<file path="config.mk">
export PLATFORM = sky130hd
export DESIGN_NAME = mux_8to1
export DESIGN_NICKNAME = d
export VERILOG_FILES = /design/src/rtl/mux_8to1_pkg.sv /design/src/rtl/mux_8to1_out_reg.sv /design/src/rtl/mux_8to1.sv
export SDC_FILE = /design/constraint.sdc
export NUM_CORES = 1
export LEC_CHECK = 0
export ABC_CLOCK_PERIOD_IN_PS = 1800
export BUFFER_PORTS_ARGS = -buffer_cell sky130_fd_sc_hd__buf_2
export CAP_MARGIN = 0
export CORE_MARGIN = 2
export CORE_UTILIZATION = 33
export DETAILED_ROUTE_END_ITERATION = 8
export GPL_ROUTABILITY_DRIVEN = 1
export PLACE_DENSITY = 0.89
export SYNTH_ARGS = -nofsm -noshare
export SYNTH_HDL_FRONTEND = slang
export SYNTH_SLANG_ARGS = --single-unit
export TNS_END_PERCENT = 5
</file>
<file path="constraint.sdc">
create_clock -name vclk -period 1.8
set_clock_uncertainty 0.2 [all_clocks]
set_input_delay 0.27 -clock vclk [all_inputs]
set_output_delay 0.27 -clock vclk [all_outputs]
set_load 0.01 [all_outputs]
</file>
<file path="src/rtl/mux_8to1_pkg.sv">
// mux_8to1_pkg
//   Shared constants for the 8-to-1 data selector.
//   MUX8_SEL_W         : width of the binary select
//   MUX8_NUM_IN        : number of data inputs
//   MUX8_DEFAULT_WIDTH : default data width of every input and the output
package mux_8to1_pkg;

    localparam int MUX8_SEL_W         = 3;
    localparam int MUX8_NUM_IN        = 8;
    localparam int MUX8_DEFAULT_WIDTH = 8;

endpackage : mux_8to1_pkg

</file>
<file path="src/rtl/mux_8to1_out_reg.sv">
// out_reg
//   WIDTH-bit output register with synchronous, active-high reset.
//   Ports:
//     Clk   : clock, rising edge
//     Reset : synchronous reset, active high, clears the register to zero
//     d_i   : data captured on each rising edge when not in reset
//     q_o   : registered data
module out_reg
    import mux_8to1_pkg::*;
#(
    parameter int WIDTH = MUX8_DEFAULT_WIDTH
) (
    input  logic             Clk,
    input  logic             Reset,
    input  logic [WIDTH-1:0] d_i,
    output logic [WIDTH-1:0] q_o
);

    logic [WIDTH-1:0] data_q;

    // Reset wins over the data path.
    always_ff @(posedge Clk) begin
        if (Reset) begin
            data_q <= '0;
        end else begin
            data_q <= d_i;
        end
    end

    assign q_o = data_q;

endmodule : out_reg

</file>
<file path="src/rtl/mux_8to1.sv">
// mux_8to1
//   8-to-1 data selector with an optional output register.
//   Parameters:
//     WIDTH      : data width of In1..In8 and DataOut
//     REGISTERED : 0 = combinational output, 1 = output registered on Clk
//   Ports:
//     Clk     : clock, only used when REGISTERED=1
//     Reset   : synchronous active-high reset, only used when REGISTERED=1
//     In1-In8 : data inputs, selected by Sel = 0..7
//     Sel     : binary select
//     DataOut : selected data (same cycle or one cycle later)
module mux_8to1
    import mux_8to1_pkg::*;
#(
    parameter int WIDTH      = MUX8_DEFAULT_WIDTH,
    parameter bit REGISTERED = 1'b0
) (
    input  logic                  Clk,
    input  logic                  Reset,
    input  logic [WIDTH-1:0]      In1,
    input  logic [WIDTH-1:0]      In2,
    input  logic [WIDTH-1:0]      In3,
    input  logic [WIDTH-1:0]      In4,
    input  logic [WIDTH-1:0]      In5,
    input  logic [WIDTH-1:0]      In6,
    input  logic [WIDTH-1:0]      In7,
    input  logic [WIDTH-1:0]      In8,
    input  logic [MUX8_SEL_W-1:0] Sel,
    output logic [WIDTH-1:0]      DataOut
);

    logic [WIDTH-1:0] sel_d;

    // All eight codes are legal; the default arm is only reachable when Sel
    // carries X/Z in simulation, where it propagates X to the output.
    always_comb begin
        case (Sel)
            3'd0:    sel_d = In1;
            3'd1:    sel_d = In2;
            3'd2:    sel_d = In3;
            3'd3:    sel_d = In4;
            3'd4:    sel_d = In5;
            3'd5:    sel_d = In6;
            3'd6:    sel_d = In7;
            3'd7:    sel_d = In8;
            default: sel_d = 'x;
        endcase
    end

    if (REGISTERED) begin : g_reg
        out_reg #(
            .WIDTH (WIDTH)
        ) u_out_reg (
            .Clk   (Clk),
            .Reset (Reset),
            .d_i   (sel_d),
            .q_o   (DataOut)
        );
    end else begin : g_comb
        assign DataOut = sel_d;

        // Clock and reset are intentionally unused in the combinational build.
        logic unused_clk_rst;
        assign unused_clk_rst = Clk ^ Reset;
    end

endmodule : mux_8to1

</file>
== Word level (Yosys, flattened, before mapping) ==
Cells that the tools add are included.
Storage, ports and cells
  memories: 0
  register bits: 0
  ROM bits: 0
  output and inout bits: 8
  bits in latches: 0
  memory bits (writable): 0
Cells by class
  $add $sub $neg: 0
  div/mod/pow operators: 0
  mux-type cells: 1
  shift-type cells: 0
  $lt $le $gt $ge: 0
  bitwise operators: 0
  reduce and logical (&&, ||, !) cells: 1
  $mul: 0
  eq/ne operators: 7
Operator list (count)
  8-bit one-hot mux with 8 select lines: 1
  3-bit == test, second input constant: 4
  3-bit by 2-bit == test with 1-bit output, second input constant: 2
  3-bit by 1-bit == test with 1-bit output, second input constant: 1
  3-bit zero test: 1

== Longest topological paths before layout ==
  depth in word-level cells: 2
  mapped depth: 5
  gate-level depth less buffers: 3

== Worst setup path after synthesis ==
OpenSTA, ideal clock, no wires.
  kind: input-to-output
  start point: input port Sel[1]
  end point: output port DataOut[1]
  path buffers: 2
  path slack: 0.108 ns
  stages: 4
  arrival: 1.222 ns
  path through: buf_2 > buf_2 > mux4_2 > mux2_2
Between the ends
  word-level cells in the longest chain between the ends: 2
  elaborated cells on any way between the ends: 9
  classes of those cells: eq/ne: 7; mux: 1; reduce/logical: 1
RTL lines
  start: declaration: line mux_8to1.sv:28  | input logic [MUX8_SEL_W-1:0] Sel,
  3-bit == test (tied with other cells): line mux_8to1.sv:37  | case (Sel)
  8-bit one-hot mux with 8 select lines (*): line mux_8to1.sv:37
  end: declaration: line mux_8to1.sv:29  | output logic [WIDTH-1:0] DataOut
Every way passes the cells marked *; elsewhere a longest branch is shown, timed or not.

== Worst setup path after layout ==
  start point: input port Sel[0]
  end point: output port DataOut[1]
Same word-level chain as after synthesis.

==> summary.md <==
| Metric | Value |
|---|---|
| Via count | `701` |
| Clock buffer count in the final layout | `0` |
| Number of cell rows | `14` |
| Count of maximum capacitance violations | `0` |
| Largest stage delay on the critical path | `0.49 ns` |
| Total length of routed met3 wires | `249 um` |
| Number of filler instances in the final layout | `133` |
| Count of antenna diodes in the layout | `0` |
| Endpoint required time on the critical path | `1.33 ns` |
| Area taken by multi-input logic gates | `486.7 um^2` |
| Net count after synthesis | `108` |
| Worst setup path startpoint | `Sel[0]` |
| Die Outline Area | `2069 um^2` |
| Worst IR drop on VDD | `0.1449 mV` |
| Core ar. | `1559 um^2` |
| Share of layout cells above drive strength 1 | `88.39%` |
| Seq cells | `0` |
| Total detailed-routing wirelength | `1.995 mm` |
| P_leak | `0.0005001 uW` |
| First-pass DRT Iterations | `4` |
| Instance area after placement | `934.6 um^2` |
| Setup crit end kind | `output port` |
| Number of port buffers | `75` |
| Endpoint arrival time on the critical path | `1.30 ns` |
| Met2 Routed Length | `1.027 mm` |
| Sequential share of the synthesized area | `0%` |
| Synthesized cell area | `568.0 um^2` |
| Distinct cell type count of the synthesized netlist | `17` |
| Hold Worst Slack | `0.7129 ns` |
| Final #Nets | `183` |
| Max-slew violation total from the final report | `0` |
| Slowest cell on the critical path | `mux4_2` |
| Worst setup SP type | `input port` |
| HPWL after detailed placement | `1.509 mm` |
| Number of global-route vias before repair | `674` |
| Metal-1 WL | `718 um` |
| Area taken by flip-flops and latches | `0 um^2` |
| Post-Place Worst Slack | `-0.3166 ns` |
| Final critical-path required period | `1.773 ns` |
| Starting density of the core | `36.44%` |
| Number of buffers and inverters on the critical path | `2` |
| Number of warnings issued by yosys | `0` |
| DR top layer | `met3` |
| GRT Util Overall | `16.89%` |
| Worst Tran Pin Value | `0.2671 ns` |
| Number of I/O pins | `77` |
| Detailed-route wire length per cell | `15.59 um` |
| First-pass GRT wire length | `2.649 mm` |
| Die extent in y | `45.49 um` |
| Vias/cell | `5.477` |
| Synthesized area per cell | `14.57 um^2` |
| Area overhead of the layout relative to synthesis | `73.79%` |
| Class of the tightest hold or removal check | `input port to output port` |
| Unrepaired setup endpoints after global routing | `yes` |
| GP Congestion | `0.6891` |
| Cells traversed along the worst timing path | `clkbuf_16 -> mux4_2 -> mux2_4 -> buf_6` |
| Timing endpoint of the critical path | `DataOut[1]` |
| Cell count after synthesis | `39` |
| Crit path max-delay family | `multiplexers` |
| Crit path depth | `4` |
| Final Worst Setup Slack | `0.02738 ns` |
| ANT nets after route | `0` |
| Final worst-path cycle share | `98.48%` |
| Layout Cell Area excl Fill | `987.2 um^2` |
| Initial antenna violation count | `0` |
| Final hold violations | `0` |
| Power density of the placed cells | `261.3 nW/um^2` |
| Worst-path fanout max | `7` |
| Initial drt markers | `8` |
| # DRC | `0` |
| Final core occ | `63.32%` |
| FMAX | `0.5641 GHz` |
| Overflow left after global routing | `0` |
| Largest net degree at the start of global routing | `20` |
| Worst-case headroom to the max-slew limit | `82.19%` |
| DIE WIDTH | `45.49 um` |
| Critical Setup Path Class | `input port to output port` |
| Status | `finished, final reports clean` |
| Setup-violating endpoint count in the final report | `0` |
[cell usage in the layout (no fill, tap or decap), drive strengths merged]
master,n
a2bb2oi,1
o21ai,1
nand2b,1
o22ai,1
inv,1
or4b,1
a31oi,1
a211oi,1
buf,77
nor3,1
mux2,7
nand2,1
mux4,14
clkbuf,1
mux2i,3
[routing by layer]
| layer | GRT usage [%] | up-vias |
|---|---|---|
| li1 | - | 324 |
| met1 | 16.42 | 323 |
| met3 | 1.984 | 0 |
| met4 | 0.5882 | 0 |
| met2 | 37.46 | 54 |
| met5 | 0 | - |
[through the flow]
| stage | total power, uW | setup TNS [ns] | std cells |
|---|---|---|---|
| floorplan | 119.0 | 0 | 39 |
| detailed placement | 214.5 | -2.322 | 126 |
| finish | 257.9 | 0 | 128 |
| global route | 277.1 | -0.01798 | 128 |
| CTS | 231.7 | -0.1954 | 126 |
| global placement | 205.9 | -2.060 | 126 |
[power breakdown]
part           switching [uW]  leakage [uW]  internal, uW
logic                    86.6      0.000500           171
clock network               0             0             0
registers                   0             0             0
total                    86.6      0.000500           171
[final cells by class]
type | count | area share [%]
inverters | 1 | 0.3802
multi-input cells | 33 | 49.30
well taps | 16 | 2.028
repair buffers | 78 | 48.29
[worst min-delay path by stage]
stage               startpoint         end  slack [ns]  cells past startpoint
finish                  In2[2]  DataOut[2]        0.71                      4
global route            In2[2]  DataOut[2]        0.77                      4
CTS                     In2[2]  DataOut[2]        0.74                      4
detailed placement      In2[2]  DataOut[2]        0.75                      4
global placement        In2[2]  DataOut[2]        0.74                      4
floorplan               In2[2]  DataOut[2]        0.56                      2
[synth_stat cells]
library cell | n | area share, %
clkbuf_1 | 1 | 0.66
nand2b_1 | 1 | 1.1
a31oi_1 | 1 | 1.1
buf_2 | 2 | 1.8
o21ai_0 | 1 | 0.88
a211oi_1 | 1 | 1.3
mux4_1 | 12 | 56
o22ai_1 | 1 | 1.1
nor3_1 | 1 | 0.88
or4b_1 | 1 | 1.8
buf_6 | 2 | 4.0
mux2i_1 | 3 | 5.3
nand2_1 | 1 | 0.66
inv_1 | 1 | 0.66
mux4_2 | 2 | 7.9
mux2_2 | 7 | 14
a2bb2oi_1 | 1 | 1.5
[timing repair]
item	4_1_cts	5_1_grt
buffers inserted	0	1
gates cloned	0	1
hold endpoints to repair	0	0
pin swaps	0	3
gates resized for setup	14	13
setup endpoints to repair	8	8
hold buffers	0	0
[tightest hold or removal path, cell delays in order]
cell and delay, ns:
buf_2 0.08, o21ai_1 0.05, a2bb2oi_1 0.11, buf_2 0.14
[logic make-up after synthesis]
logic type | count (synthesis) | share of synthesized area (%)
AO/OA/AOI/OAI | 5 | 5.948
AND/OR/NAND/NOR | 4 | 4.405
buffers and inverters | 6 | 7.047
multiplexers | 24 | 82.60
Note: power is estimated with default switching activity, not from simulation.
